[config.mk]
export PLATFORM = sky130hd
export DESIGN_NAME = serial_frame_arbiter
export DESIGN_NICKNAME = d
export VERILOG_FILES = /design/src/rtl/serial_frame_arbiter.sv
export SDC_FILE = /design/constraint.sdc
export NUM_CORES = 1
export LEC_CHECK = 0
export ABC_AREA = 1
export CORE_MARGIN = 2
export CORE_UTILIZATION = 51
export CTS_BUF_LIST = sky130_fd_sc_hd__clkbuf_16
export DETAILED_ROUTE_END_ITERATION = 10
export PLACE_DENSITY = 0.91
export SYNTH_ARGS = -nofsm -noshare
export SYNTH_HDL_FRONTEND = slang
export SYNTH_SLANG_ARGS = --single-unit
[constraint.sdc]
create_clock -name s_clk -period 2.2 [get_ports s_clk]
set_input_delay 0.44 -clock s_clk [delete_from_list [all_inputs] [get_ports s_clk]]
set_output_delay 0.44 -clock s_clk [all_outputs]
set_load 0.03 [all_outputs]
[src/rtl/serial_frame_arbiter.sv]
// Round-robin arbiter granting one serial transmitter to NUM_CH FIFOs, one whole frame at a time.
// Grant/si_req 1 cycle after eligibility; pops are routed combinationally; GAP_CYCLES idle gap after each frame.
module serial_frame_arbiter #(
  parameter int NUM_CH     = 4,
  parameter int FRAME_POPS = 32,
  parameter int GAP_CYCLES = 12,
  parameter int CNT_W      = 16
) (
  input  logic              s_clk,
  input  logic              rst,
  input  logic [NUM_CH-1:0] ch_req,
  input  logic [NUM_CH-1:0] ch_en,
  input  logic [NUM_CH-1:0] ch_data,
  output logic [NUM_CH-1:0] ch_pop,
  output logic              si_req,
  output logic              si_datain,
  input  logic              si_pop,
  output logic [NUM_CH-1:0] grant,
  output logic              busy,
  output logic [CNT_W-1:0]  frame_cnt,
  output logic              proto_err
);

  localparam int IW = $clog2(NUM_CH);
  localparam int PW = $clog2(FRAME_POPS + 1);
  localparam int GW = $clog2(GAP_CYCLES + 1);

  typedef enum logic [1:0] {IDLE, ACTIVE, GAP} state_t;

  state_t            state, state_nxt;
  logic [IW-1:0]     last_grant, last_grant_nxt;
  logic [IW-1:0]     sel, idx;
  logic              sel_vld;
  logic [NUM_CH-1:0] elig, grant_nxt;
  logic              si_req_nxt, proto_err_nxt;
  logic [PW-1:0]     pop_cnt, pop_cnt_nxt;
  logic [GW-1:0]     gap_cnt, gap_cnt_nxt;
  logic [CNT_W-1:0]  frame_cnt_nxt;

  assign elig = ch_req & ch_en;

  // Scan offsets from farthest to nearest so the nearest eligible channel after last_grant wins.
  always_comb begin
    sel     = last_grant;
    sel_vld = 1'b0;
    idx     = last_grant;
    for (int k = NUM_CH; k >= 1; k--) begin
      idx = IW'((int'(last_grant) + k) % NUM_CH);
      if (elig[idx]) begin
        sel     = idx;
        sel_vld = 1'b1;
      end
    end
  end

  assign busy      = (state != IDLE);
  assign ch_pop    = (state == ACTIVE && si_pop) ? grant : '0;
  assign si_datain = (state == ACTIVE) ? ch_data[last_grant] : 1'b0;

  always_comb begin
    state_nxt      = state;
    grant_nxt      = grant;
    si_req_nxt     = si_req;
    last_grant_nxt = last_grant;
    pop_cnt_nxt    = pop_cnt;
    gap_cnt_nxt    = gap_cnt;
    frame_cnt_nxt  = frame_cnt;
    proto_err_nxt  = 1'b0;
    case (state)
      IDLE: begin
        proto_err_nxt = si_pop;
        if (sel_vld) begin
          grant_nxt      = NUM_CH'(1) << sel;
          last_grant_nxt = sel;
          si_req_nxt     = 1'b1;
          pop_cnt_nxt    = '0;
          state_nxt      = ACTIVE;
        end
      end
      ACTIVE: begin
        if (si_pop) begin
          // Underflowing pops are flagged but still count toward the frame.
          proto_err_nxt = !ch_req[last_grant];
          if (pop_cnt == PW'(FRAME_POPS - 1)) begin
            pop_cnt_nxt   = PW'(FRAME_POPS);
            si_req_nxt    = 1'b0;
            grant_nxt     = '0;
            gap_cnt_nxt   = GW'(GAP_CYCLES - 1);
            frame_cnt_nxt = frame_cnt + 1'b1;
            state_nxt     = GAP;
          end else begin
            pop_cnt_nxt = pop_cnt + 1'b1;
          end
        end
      end
      GAP: begin
        proto_err_nxt = si_pop;
        if (gap_cnt == '0) begin
          state_nxt = IDLE;
        end else begin
          gap_cnt_nxt = gap_cnt - 1'b1;
        end
      end
      default: begin
        state_nxt  = IDLE;
        grant_nxt  = '0;
        si_req_nxt = 1'b0;
      end
    endcase
  end

  always_ff @(posedge s_clk) begin
    if (rst) begin
      state      <= IDLE;
      grant      <= '0;
      si_req     <= 1'b0;
      last_grant <= IW'(NUM_CH - 1);
      pop_cnt    <= '0;
      gap_cnt    <= '0;
      frame_cnt  <= '0;
      proto_err  <= 1'b0;
    end else begin
      state      <= state_nxt;
      grant      <= grant_nxt;
      si_req     <= si_req_nxt;
      last_grant <= last_grant_nxt;
      pop_cnt    <= pop_cnt_nxt;
      gap_cnt    <= gap_cnt_nxt;
      frame_cnt  <= frame_cnt_nxt;
      proto_err  <= proto_err_nxt;
    end
  end

endmodule

Word level (Yosys, flattened, before mapping):

Index checks and enable logic that the tools add are counted.

* ROM bits: 0
* logic and storage cells: 90
* memory bits (writable): 0
* output and inout port bits: 28
* latch bits: 0
* memories kept: 0
* bits in registers: 36

* multiply operators: 0
* reduce and logical (&&, ||, !) cells: 14
* multiplexer cells: 45
* magnitude comparators: 5
* div/mod/pow operators: 0
* bitwise gates (word level): 2
* equality and inequality tests: 8
* shift-type cells: 1
* add/subtract/negate cells: 7

Operators by type and width (count)
* $mux 4: 7
* $mux 6: 3
* $add 16x1->16 const B: 1
* $mux 2: 8
* $lt 2x3->1 const B: 5
* $mux 1: 15
* $bmux 1 s2: 6
* $pmux 4 s3: 1
* $pmux 6 s2: 1
* $reduce_and 4->1: 3
* $ne 2x2->1 const B: 4
* $pmux 4 s2: 1
* $add 6x1->6 const B: 1
* $eq 6x5->1 const B: 1
* $pmux 2 s3: 1
* $reduce_and 3->1: 2
* $reduce_bool 2->1: 3
* $add 2x1->2 const B: 2
* $add 2x2->2 const B: 2
* $and 4x4->4: 1
* $logic_not 4->1: 1
* $shl 1x2->4 const A: 1
* $sub 4x1->4 const B: 1
* $pmux 1 s3: 1
* 10 further kinds: 10

Longest topological paths before layout:

* depth after elaboration: 10
* depth in mapped cells: 14
* gate-level depth less buffers: 13

Least setup slack after synthesis:

No wires, ideal clock.

* kind: reg2reg
* start point: register frame_cnt[0]
* end point: register frame_cnt[14]
* data required time: 2087 ps
* setup time: 113 ps
* slack: 444 ps
* buffers on the path: 0
* data arrival time: 1642 ps
* cell stages (with the launch flop): 9
* clock period less this slack: 1756 ps
* cells stage by stage: dfxtp_1 -> ha_1 -> inv_1 -> nor4_1 -> nand2_4 -> nor2_4 -> nand3_2 -> o21ai_1 -> nor2_1

* longest elaborated chain between the ends: 1

Ends and longest elaborated chain
* start: declaration: line 20 `output logic [CNT_W-1:0] frame_cnt,`
* start signal: assignment: line 129 `frame_cnt <= frame_cnt_nxt;`
* $add 16x1->16: line 89 `frame_cnt_nxt = frame_cnt + 1'b1;`

Every way passes these cells.
A chain may end at the register's enable or synchronous reset.

Worst setup path after layout:

* start point: register state[1]
* end point: output port busy

* longest elaborated chain between the ends: 1

Ends and longest elaborated chain
* start: declaration: line 30 `state_t state, state_nxt;`
* start signal: assignment: line 123 `state <= state_nxt;`
* $reduce_bool 2->1: line 56 `assign busy = (state != IDLE);`
* end: declaration: line 19 `output logic busy,`

Every way passes these cells.

==> flow_summary.toml <==
[clocking]
cts_resized = 0
clockRootBuffer = "clkbuf_16"
clockBufferDepth = 2
ctsHoldBuffers = 0
clk_pin_slew_ps = 50
cts_tree = "yes"
htreeDepth = 2
cts_buffers = 5
postCtsSetupBuffers = 0
cts.sinks = 36
clock_latency_ps = 280

[setup_path]
crit_cells = 3
critPathMaxFanout = 5
critPathLaunchType = "flip-flop"
worstPathCellList = "nor2_1 > inv_1 > clkdlybuf4s50_1"
cp_top_family = "buffers and inverters"
cp.buffers_inverters = 2
critical-path-max-stage-delay_ps = 590
critPathKind = "flip-flop to output pin"
slowest_stage = "clkdlybuf4s50_1"
cp.required_ps = 1760
reg2reg_depth = 10
worstPathArrival_ps = 1590
end_kind = "output pin"

[route]
drt_iter0_markers = 193
first_pass_iters = 5
via_per_inst = 5.48
drt_wl_total_um = 5200
drt-wirelength-per-cell_um = 13.0
vias = 2190
drc_errors = 0
ant_nets = 0

[synth]
synth-simple-area-share_pct = 38.6
synth_top_cell_by_area = "dfxtp_1"
synth_nets = 322
synth-edff-count = 0
ys_seq_area_share_pct = 34.6
yosysUniqueCellTypes = 36
ys_seq_elements = 36
synth_top_family_by_area = "simple AND/OR/NAND/NOR gates"
yosys-top-cells-area = "dfxtp_1 35%, nand2_1 10%, inv_1 6.3%"
yosysWarnings = 0
muxShareOfSynthArea_pct = 0
avgSynthCellArea_um2 = 6.87
ys_async_sr_fraction_pct = 0
netlist_area_mm2 = 0.00208
synth-main-ff-cell = "dfxtp_1"
synthAdderAreaFrac_pct = 2.40
synthCells = 303
synth_xor_area_share_pct = 1.26
synth-compound-area-share_pct = 12.9
yosys.area.top_type_share_pct = 34.6

[power]
p_total_mw = 2.82
internal_power_mw = 1.68
p_clk_share_pct = 28.1
power.share.switching_pct = 40.2
pwr_density_cell_mw_per_mm2 = 1040
combPwrFrac_pct = 42.0
switchingPower_mw = 1.13
vdd_drop_max_uv = 521
p_leak_nw = 1.08
seq_power_share_pct = 29.9

[placed_design]
numPortBuffers = 42
placed_area_mm2 = 0.00253
gp_congestion = 0.966
dp_hpwl_um = 3930
dp_slack_ps = 189
placedCellCount = 392

[global_routing]
antenna_found_initial = 0
grt_max_degree = 14
grt_overflow_total = 0
grt_pass1_vias = 2072
grt.total_usage_pct = 24.9
grt_pass1_wl_um = 8760

[final_layout]
final_cells = 400
multi_input_area_mm2 = 0.00115
design_area_mm2 = 0.00270
finish.net_count = 368
fillers = 328
seq_area_um2 = 721
num_antenna_cells = 0
drive_gt1_share_pct = 13.7
mostFrequentLayoutCell = "nand2_1"
final_cell_mix = "58 x nand2_1, 37 x clkdlybuf4s50_1, 36 x inv_1, 36 x dfxtp_1, 35 x nor2_1"
area_delta_synth_final_pct = 29.6

[die]
die_h_um = 67.9
start_util_pct = 52.4
die_area_mm2 = 0.00461
rows = 23
core_area_mm2 = 0.00397
die_x_um = 67.9
ioPinCount = 43

[sta]
fmax_mhz = 492
period_minus_slack_ps = 2030
slew-limit-headroom_pct = 68.4
setup_viol = 0
worst_slack_ps = 169
skew_ps = 8.96
hold_violations = 0
slew_viol_final = 0
fin_tns_setup_ps = 0
rsz0062_at_grt = "false"
tightest_slew_ps = 469
post-route-period-util_pct = 92.3

[worst_hold_path]
whs_path_depth = 2
hp-class = "flip-flop to flip-flop"

[run_status]
status = "completed"

[job]
max_cap_viol_count = 0
-- flip-flops by register name (all words and copies together) (netlist names) --
| name | count |
|---|---|
| state | 2 |
| grant | 4 |
| last_grant | 2 |
| proto_err | 1 |
| frame_cnt | 16 |
| pop_cnt | 6 |
| si_req | 1 |
| gap_cnt | 4 |
-- cell usage after synthesis, drive strengths merged, types with 2 or more instances --
master / count
buf: 3
nand3: 26
o21ai: 17
ha: 4
nand2: 71
dfxtp: 36
xor2: 3
a21oi: 26
inv: 43
a31oi: 2
nor4: 3
nand4: 6
nor3: 11
nor3b: 2
clkbuf: 3
nor2: 40
-- layer usage --
metal	track usage (%)	vias to the layer above	share of wire [%]
met5	0	-	0
met2	44.0	84	51
li1	-	1080	-
met1	29.4	1016	41
met3	5.59	10	6.4
met4	9.00	0	1.5
-- final cells by class --
| class | count | share of cell area (%) |
|---|---|---|
| Clock inverter | 3 | 1.44 |
| Clock buffer | 5 | 4.64 |
| Timing Repair Buffer | 45 | 16.0 |
| Multi-Input combinational cell | 217 | 42.5 |
| Sequential cell | 36 | 26.7 |
| Tap cell | 50 | 2.32 |
| Inverter | 44 | 6.40 |
-- through the flow --
stage               hold slack (ps)  util [%]
detailed placement              464      63.8
floorplan                       440         -
CTS                             473      67.9
finish                          476      67.9
global route                    490      67.9
global placement                454      63.8
-- power groups by stage --
stage	Sequential (mW)	Combinational, mW	Clock [mW]
after floorplan	0.888	0.856	0
after global placement	0.854	1.14	0
after detailed placement	0.855	1.17	0
after CTS	0.841	1.18	0.794
after global routing	0.857	1.32	0.828
final	0.842	1.18	0.791
-- final timing paths --
check / endpoint / slack (ps) / startpoint
max: busy / 170 / state[1]$_SDFFE_PP0P_
min: si_req$_SDFFE_PP0P_ / 480 / si_req$_SDFFE_PP0P_
max reg2reg: frame_cnt[8]$_SDFFE_PP0P_ / 380 / pop_cnt[0]$_SDFFE_PP0P_
min reg2reg: si_req$_SDFFE_PP0P_ / 480 / si_req$_SDFFE_PP0P_
-- worst min-delay path, delay by kind of cell, from the launching register on --
kind             cells  cell delay, ps
AND/OR/NAND/NOR      1              60
AO/OA/AOI/OAI        1              50
flip-flops           1             310
-- cells by family (layout without fill, tap and decap cells) --
| group | after synthesis | count (layout) |
|---|---|---|
| AOI/OAI and AO/OA | 49 | 49 |
| xor gates and xnor gates | 3 | 3 |
| DFF | 36 | 36 |
| buffers and inverters | 50 | 97 |
| adders and majority gates | 4 | 4 |
| and+or+nand+nor | 161 | 161 |
(Power assumes the default switching activity.)
